## src/rtl/sfx_scheduler.sv

```systemverilog
// Buzzer sound-effect scheduler: edge-detected requests, one-deep pending queue,
// fixed-priority arbitration with preemption, and ROM-driven note sequencing.
module sfx_scheduler #(
  parameter int unsigned TICK_DIV  = 100000,
  parameter int unsigned MAX_STEPS = 8
) (
  input  logic       clk,
  input  logic       rst_n,
  input  logic       enabled,
  input  logic [3:0] req,
  output logic [5:0] note,
  output logic       busy,
  output logic [1:0] cur_id,
  output logic       done
);

  localparam int unsigned TickW = $clog2(TICK_DIV);
  localparam int unsigned StepW = (MAX_STEPS > 1) ? $clog2(MAX_STEPS) : 1;

  typedef enum logic [1:0] {StIdle, StLoad, StPlay, StDone} state_e;

  state_e           state_q, state_d;
  logic [3:0]       req_q;
  logic [3:0]       pend_q, pend_d;
  logic [1:0]       id_q, id_d;
  logic [StepW-1:0] step_q, step_d;
  logic [TickW-1:0] tick_q, tick_d;
  logic [5:0]       dur_q, dur_d;
  logic [5:0]       note_q, note_d;

  logic [3:0]  rise;
  logic [3:0]  clr;
  logic [1:0]  win_id;
  logic        preempt;
  logic [11:0] cur_entry, nxt_entry;
  logic [5:0]  cur_dur;
  logic        has_next;
  logic        step_end;

  // Entry format {note[5:0], dur[5:0]}; dur==0 ends the list.
  function automatic logic [11:0] rom_entry(input logic [1:0] id, input int unsigned idx);
    logic [11:0] e;
    e = '0;
    unique case (id)
      2'd3: case (idx)
        0: e = {6'd10, 6'd3};
        1: e = {6'd11, 6'd3};
        2: e = {6'd12, 6'd6};
        default: e = '0;
      endcase
      2'd2: case (idx)
        0: e = {6'd7, 6'd2};
        1: e = {6'd8, 6'd2};
        2: e = {6'd9, 6'd2};
        default: e = '0;
      endcase
      2'd1: case (idx)
        0: e = {6'd3, 6'd4};
        1: e = {6'd1, 6'd4};
        default: e = '0;
      endcase
      2'd0: case (idx)
        0: e = {6'd1, 6'd2};
        1: e = {6'd2, 6'd2};
        2: e = {6'd3, 6'd2};
        3: e = {6'd4, 6'd2};
        4: e = {6'd5, 6'd2};
        5: e = {6'd6, 6'd2};
        default: e = '0;
      endcase
    endcase
    if (idx >= MAX_STEPS) e = '0;
    return e;
  endfunction

  assign rise = req & ~req_q;

  always_comb begin
    win_id = 2'd0;
    if (pend_q[3])      win_id = 2'd3;
    else if (pend_q[2]) win_id = 2'd2;
    else if (pend_q[1]) win_id = 2'd1;
  end

  assign preempt   = (|pend_q) && (win_id > id_q);
  assign cur_entry = rom_entry(id_q, 32'(step_q));
  assign nxt_entry = rom_entry(id_q, 32'(step_q) + 32'd1);
  assign cur_dur   = cur_entry[5:0];
  assign has_next  = (step_q != StepW'(MAX_STEPS - 1)) && (nxt_entry[5:0] != 6'd0);

  // With a following step, end one cycle early: the LOAD cycle completes this note's period.
  assign step_end = (dur_q == cur_dur - 6'd1) &&
                    (tick_q == (has_next ? TickW'(TICK_DIV - 2) : TickW'(TICK_DIV - 1)));

  always_comb begin
    state_d = state_q;
    id_d    = id_q;
    step_d  = step_q;
    tick_d  = tick_q;
    dur_d   = dur_q;
    note_d  = note_q;
    clr     = 4'b0000;

    if (!enabled) begin
      state_d = StIdle;
      note_d  = 6'd0;
      step_d  = '0;
      tick_d  = '0;
      dur_d   = 6'd0;
    end else begin
      unique case (state_q)
        StIdle: begin
          note_d = 6'd0;
          if (|pend_q) begin
            state_d = StLoad;
            id_d    = win_id;
            step_d  = '0;
            clr     = 4'b0001 << win_id;
          end
        end
        StLoad: begin
          if (preempt) begin
            id_d   = win_id;
            step_d = '0;
            clr    = 4'b0001 << win_id;
          end else begin
            state_d = StPlay;
            note_d  = cur_entry[11:6];
            tick_d  = '0;
            dur_d   = 6'd0;
          end
        end
        StPlay: begin
          if (preempt) begin
            state_d = StLoad;
            id_d    = win_id;
            step_d  = '0;
            clr     = 4'b0001 << win_id;
          end else if (step_end) begin
            if (has_next) begin
              state_d = StLoad;
              step_d  = step_q + StepW'(1);
            end else begin
              state_d = StDone;
              note_d  = 6'd0;
            end
          end else if (tick_q == TickW'(TICK_DIV - 1)) begin
            tick_d = '0;
            dur_d  = dur_q + 6'd1;
          end else begin
            tick_d = tick_q + TickW'(1);
          end
        end
        StDone: begin
          state_d = StIdle;
          note_d  = 6'd0;
        end
      endcase
    end

    // Set wins over clear so a rise in the LOAD-entry cycle queues a repeat.
    pend_d = enabled ? ((pend_q & ~clr) | rise) : 4'b0000;
  end

  always_ff @(posedge clk or negedge rst_n) begin
    if (!rst_n) begin
      state_q <= StIdle;
      req_q   <= 4'b0000;
      pend_q  <= 4'b0000;
      id_q    <= 2'd0;
      step_q  <= '0;
      tick_q  <= '0;
      dur_q   <= 6'd0;
      note_q  <= 6'd0;
    end else begin
      state_q <= state_d;
      req_q   <= req;
      pend_q  <= pend_d;
      id_q    <= id_d;
      step_q  <= step_d;
      tick_q  <= tick_d;
      dur_q   <= dur_d;
      note_q  <= note_d;
    end
  end

  assign note   = note_q;
  assign busy   = (state_q == StLoad) || (state_q == StPlay);
  assign cur_id = id_q;
  assign done   = (state_q == StDone);

endmodule

```

## config.mk

```make
export PLATFORM = sky130hd
export DESIGN_NAME = sfx_scheduler
export DESIGN_NICKNAME = d
export VERILOG_FILES = /design/src/rtl/sfx_scheduler.sv
export SDC_FILE = /design/constraint.sdc
export NUM_CORES = 1
export LEC_CHECK = 0
export BUFFER_PORTS_ARGS = -buffer_cell sky130_fd_sc_hd__buf_2
export CORE_ASPECT_RATIO = 0.75
export CORE_MARGIN = 2
export CORE_UTILIZATION = 50
export CTS_CLUSTER_DIAMETER = 120
export DETAILED_ROUTE_END_ITERATION = 10
export PLACE_DENSITY = 0.7
export SYNTH_ARGS = -nofsm -noshare
export SYNTH_HDL_FRONTEND = slang
export SYNTH_SLANG_ARGS = --single-unit
```

## constraint.sdc

```tcl
create_clock -name clk -period 8.7 [get_ports clk]
set_input_delay 1.305 -clock clk [delete_from_list [all_inputs] [get_ports clk]]
set_output_delay 1.305 -clock clk [all_outputs]
set_load 0.05 [all_outputs]
```

Yosys cells after proc, flatten, opt, wreduce, memory -nomap -nowiden:

Index checks and enable logic that the tools add are counted.

* flip-flop bits (word level): 44
* input port bits: 7
* output and inout port bits: 10
* word-level logic and storage cells: 129

* $add $sub $neg: 5
* order comparisons: 2
* eq/ne operators: 34
* shift-type cells: 1
* muxes and demuxes: 55
* bitwise operators: 5
* reduce and logical (&&, ||, !) cells: 19

Operator list (count)
* 17-bit two-way mux: 5
* 6-bit two-way mux: 11
* 10-bit one-hot mux with 3 select lines: 2
* 9-bit one-hot mux with 6 select lines: 1
* 12-bit one-hot mux with 4 select lines: 1
* 17-bit one-hot mux with 2 select lines: 1
* 32-bit zero test: 1
* 3-bit inequality test (second input constant): 9
* 6-bit one-hot mux with 4 select lines: 1
* 2-bit two-way mux: 10
* 3-bit two-way mux: 6
* 3-bit one-hot mux with 3 select lines: 2
* 6-bit one-hot mux with 3 select lines: 1
* 17-bit by 1-bit adder with 17-bit output (second input constant): 1
* 17-bit equality test: 1
* 17-bit equality test (second input constant): 1
* 4-bit two-way mux: 4
* 8-bit one-hot mux with 2 select lines: 1
* 2-bit one-hot mux with 6 select lines: 1
* 6-bit one-hot mux with 2 select lines: 1
* 4-bit AND reduction: 3
* 5-bit AND reduction: 2
* 4-bit AND: 2
* 2-bit equality test (second input constant): 4
* 37 further kinds: 49

Logic depth before layout (Yosys ltp):

* depth in word-level cells: 14
* mapped depth: 18
* depth with buffers taken out: 15

Worst setup path after synthesis:

OpenSTA, ideal clock, no wires.

* path kind: reg2reg
* start: register step_q[0]
* end: register state_q[0]
* library setup time: 79 ps
* arrival time: 3380 ps
* slack: 5240 ps
* stages on the path, launching flop included: 17
* buffers on the path: 3
* period minus slack after synthesis: 3460 ps
* cells stage by stage: dfrtp_1 > inv_1 > ha_1 > clkbuf_1 > or2_2 > clkbuf_1 > o311ai_0 > ha_1 > ha_1 > xor2_1 > nand4_1 > a2111oi_4 > o21ai_2 > or2_1 > buf_6 > a31oi_1 > mux2i_1

* longest elaborated chain between the ends: 12
* elaborated cells on any way between the ends: 35
* those cells by class: 2 x add/sub; 1 x order compare; 14 x eq/ne; 12 x mux; 6 x reduce/logical

Ends and longest elaborated chain
* start, declared: RTL line 26 `logic [StepW-1:0] step_q, step_d;`
* start signal, assigned: RTL line 180 `step_q <= step_d;`
* 3-bit by 1-bit adder with 4-bit output: RTL line 87 `assign nxt_entry = rom_entry(id_q, 32'(step_q) + 32'd1);`
* 32-bit zero test, or another cell as far along
* 2-bit one-hot mux with 6 select lines, or another cell as far along: RTL line 62 `2'd0: case (idx)`
* 6-bit one-hot mux with 4 select lines: RTL line 44 `unique case (id)`
* 6-bit two-way mux: RTL line 72 `if (idx >= MAX_STEPS) e = '0;`
* 6-bit nonzero test: RTL line 89 `assign has_next = (step_q != StepW'(MAX_STEPS - 1)) && (nxt_entry[5:0] != 6'd0);`
* 1-bit logical AND: RTL line 89
* 1-bit two-way mux: RTL line 93 `(tick_q == (has_next ? TickW'(TICK_DIV - 2) : TickW'(TICK_DIV - 1)));`
* 17-bit equality test: RTL line 93
* 1-bit logical AND *: RTL line 92 `assign step_end = (dur_q == cur_dur - 6'd1) &&`
* 4-bit inequality test (no source line) *
* 3-bit AND reduction (no source line) *
* end signal, assigned: RTL line 167 `state_q <= StIdle;`
* end signal, assigned: RTL line 176 `state_q <= state_d;`
* end, declared: RTL line 22 `state_e state_q, state_d;`

Mark *: on every way between the ends. The rest lies on a longest branch, timed or not. The select of a mux whose other input is x is not followed.
A chain may end at the register's enable or synchronous reset.

Final worst setup path:

* start: register step_q[0]
* end: register tick_q[11]

* longest elaborated chain between the ends: 12
* elaborated cells on any way between the ends: 35
* those cells by class: 2 x add/sub; 1 x order compare; 14 x eq/ne; 12 x mux; 6 x reduce/logical

Ends and longest elaborated chain
* 3-bit by 1-bit adder with 4-bit output: RTL line 87
* 32-bit zero test, or another cell as far along
* 2-bit one-hot mux with 6 select lines, or another cell as far along: RTL line 62
* 6-bit one-hot mux with 4 select lines: RTL line 44
* 6-bit two-way mux: RTL line 72
* 6-bit nonzero test: RTL line 89
* 1-bit logical AND: RTL line 89
* 1-bit two-way mux: RTL line 93
* 17-bit equality test: RTL line 93
* 1-bit logical AND *: RTL line 92
* 3-bit inequality test (no source line) *
* 4-bit AND reduction (no source line) *
* end signal, assigned: RTL line 181 `tick_q <= tick_d;`
* end, declared: RTL line 27 `logic [TickW-1:0] tick_q, tick_d;`

Marks and branches as above.

==> results.md <==
* Fmax at 0.2400 GHz
* Routability Congestion at 0.8672
* Post-CTS sizing at 0
* Worst Clk Skew at 0.006057 ns
* Met2 GRT Util at 28.97%
* Die X-Extent at 90.95 µm
* Initial core utilization at 52.41%
* Final Max Tran Viols at 0
* Inserted Clock Buffers at 5
* CP startpoint kind: flip-flop
* Post-synth top flop: dfrtp_1
* Final setup violating endpoints at 0
* Worst reg2reg path depth at 13
* Cell repeated most along the worst path: ha_1
* Placed cell count at 403
* Clock buffer depth at 2
* Root Buffer: clkbuf_8
* Crit path cell chain: inv_1 -> ha_1 -> or2_2 -> o311ai_0 -> ha_1 -> ha_1 -> xor2_1 -> nand4_1 -> a2111oi_4 -> o21ai_2 -> o31ai_2 -> or2_2 -> o21ai_0
* Cell with the most instances after synthesis: dfrtp_1
* Worst hold stages at 1
* CTS tree: yes
* Worst VDD drop at 0.1655 mV
* Hold Crit Start: note[0]
* Fin crit share at 47.90%
* GRT Max-Usage Layer: met1
* Vias/cell at 5.842
* Worst endpoint required time at 8.89 ns
* Status: completed
* Yosys warns at 0
* Cells after Synth at 327
* CTS H-Tree Depth at 2
* Largest net degree at the start of global routing at 43
* GR Overflow Total at 0
* Total power divided by cell area at 230.1 nW/µm²
* Clk Latency, worst-skew pair at 0.31 ns
* Post-layout util at 56.78%
* Seq cells post-synth at 42
* Share of cells above drive strength 1 at 11.90%
* Met1 Resource Use GR at 30.93%
* Final ANT Viol Nets at 0
* DRT Wirelength at 5.941 mm
* Fin cells at 411
* Clock Sinks at 42
* Slowest Stage Delay on Critical Path at 0.69 ns
* Row cnt at 23
* Hold/Removal Path Class: flip-flop to flip-flop
* Worst R2R Setup Slack at 4.53 ns
* Hold Path End: note[0]
* DIE AREA at 6295 µm²
* Commonest cells post-synth: dfrtp_1, o21ai_0, nand2_1
* Kind of critical path: flip-flop to flip-flop
* Slowest cell on crit path: o31ai_2
* Synth cell types at 52
* P_leak at 1.297 nW
* TNS Setup at 0 ns
* Synth async-reset ratio at 100.0%
* EDFF count, synth at 0
* Nets at 361
* Sequential share of the synthesized area at 37.07%
* Yosys top cell area share at 37.07%
* Reg2Reg Capture Point: tick_q[11]
* Final HPWL DP at 4.361 mm
* Core area at 5410 µm²
* Final hold vios at 0
* Area growth, synth to finish at 8.341%
* Initial drt markers at 149
* DIE HEIGHT at 69.22 µm
* Synth area leader: dfrtp_1
* Worst reg2reg startpoint: step_q[0]
* Syn Area/Cell at 8.670 µm²
* Total track usage at 20.31%
* Tightest Pin Transition at 0.9352 ns
* # IOs at 17
* Arrival @ worst endpoint at 4.35 ns
* DRC Markers at 0
* Initial antenna violation count at 0
* Post-CTS setup buffer count at 0
* Mapped Area at 2835 µm²
* Via count at 2401
* Relative slew margins at 37.66%
* Setup WS pre-CTS at 4.630 ns
* Total power at 706.7 µW
* Antenna Cells at 0
* Crit Path Max Fanout at 14
* Routed WL per cell at 14.45 µm
* Fin Hold WS at 0.5037 ns
* Placed cell area at 2934 µm²
* Pre-antenna DRT Iters at 4
* Finished Cell Area at 3072 µm²
* CTS Hold Bufs at 0
* First-pass GRT wire length at 10.38 mm
* Final min period at 4.167 ns
* Clock-pin slew on the worst setup and hold paths at 0.09 ns
* Max-cap viol count at 0
* Number of buffers added on ports at 14
* Vias in the first global route at 2193
* GR Util met3 at 5.000%
* RSZ-0062 raised after global routing: no
* Worst setup EP type: flip-flop
* Synth area leaders: dfrtp_1, ha_1, o21ai_0, nand2_1, nor2_1
* Final worst slack at 4.533 ns
-- registers in the layout, indices dropped and copies added (netlist names) --
register and flops:
state_q 2, note 4, req_q 4, dur_q 6, pend_q 4, step_q 3, tick_q 17, cur_id 2
-- kinds of logic (layout without fill, tap and decap cells) --
| logic type | after synthesis | count (layout) | share of synthesized area (%) |
|---|---|---|---|
| muxes | 10 | 10 | 3.795 |
| and+or+nand+nor | 126 | 126 | 22.51 |
| DFF | 42 | 42 | 37.07 |
| buffers and inverters | 30 | 38 | 4.678 |
| other | 1 | 2 | 0.1323 |
| adders and majority gates | 19 | 19 | 8.385 |
| xor gates and xnor gates | 5 | 5 | 1.545 |
| AOI/OAI and AO/OA | 94 | 94 | 21.89 |
-- worst max-delay path by stage --
stage               startpoint    endpoint  slack, ns  depth (start not counted)
floorplan            step_q[0]  state_q[0]       5.24                         16
global placement     step_q[0]  tick_q[11]       4.77                         13
detailed placement   step_q[0]  tick_q[11]       4.63                         13
CTS                  step_q[0]  tick_q[11]       4.58                         13
global route         step_q[0]  tick_q[11]       4.22                         13
finish               step_q[0]  tick_q[11]       4.53                         13
-- layout make-up --
class                      instances  area, µm²
sequential                        42       1051
fill                             489       2338
tap                               75      93.84
timing repair buffer              15      77.57
inverter                          15      56.30
multi-input combinational        256       1655
clock buffer                       5      68.82
clock inverter                     3      68.82
-- per-layer routing --
| layer | up-vias | share of wire (%) |
|---|---|---|
| met5 | - | 0 |
| met2 | 82 | 41 |
| met1 | 1122 | 51 |
| li1 | 1191 | - |
| met4 | 0 | 0.93 |
| met3 | 6 | 6.8 |
-- report_power, final --
part / switching, mW / internal [mW] / leakage [nW]
Sequential: 0.0298 / 0.212 / 0.568
Clock: 0.0728 / 0.115 / 0.0683
Combinational: 0.187 / 0.0903 / 0.661
-- worst max-delay path, delay by kind of cell, from the launching register on --
| kind | cells | cell delay [ns] |
|---|---|---|
| AOI/OAI and AO/OA | 5 | 1.63 |
| xor gates and xnor gates | 1 | 0.15 |
| DFF | 1 | 0.47 |
| and+or+nand+nor | 3 | 0.90 |
| adders and majority gates | 3 | 0.77 |
| buffers and inverters | 1 | 0.11 |
-- layout by cell type, fill, tap and decap left out, types with 6 or more instances in the layout --
cell,n
mux2_2,6
nand4_1,7
o31ai_1,7
nand3_1,10
buf_2,14
o21ai_0,39
dfrtp_1,42
nand2b_1,7
nand2_1,35
nor2b_1,8
inv_1,15
nor2_1,27
ha_1,19
a21oi_1,14
No activity file was read; power rests on OpenSTA's default activity.
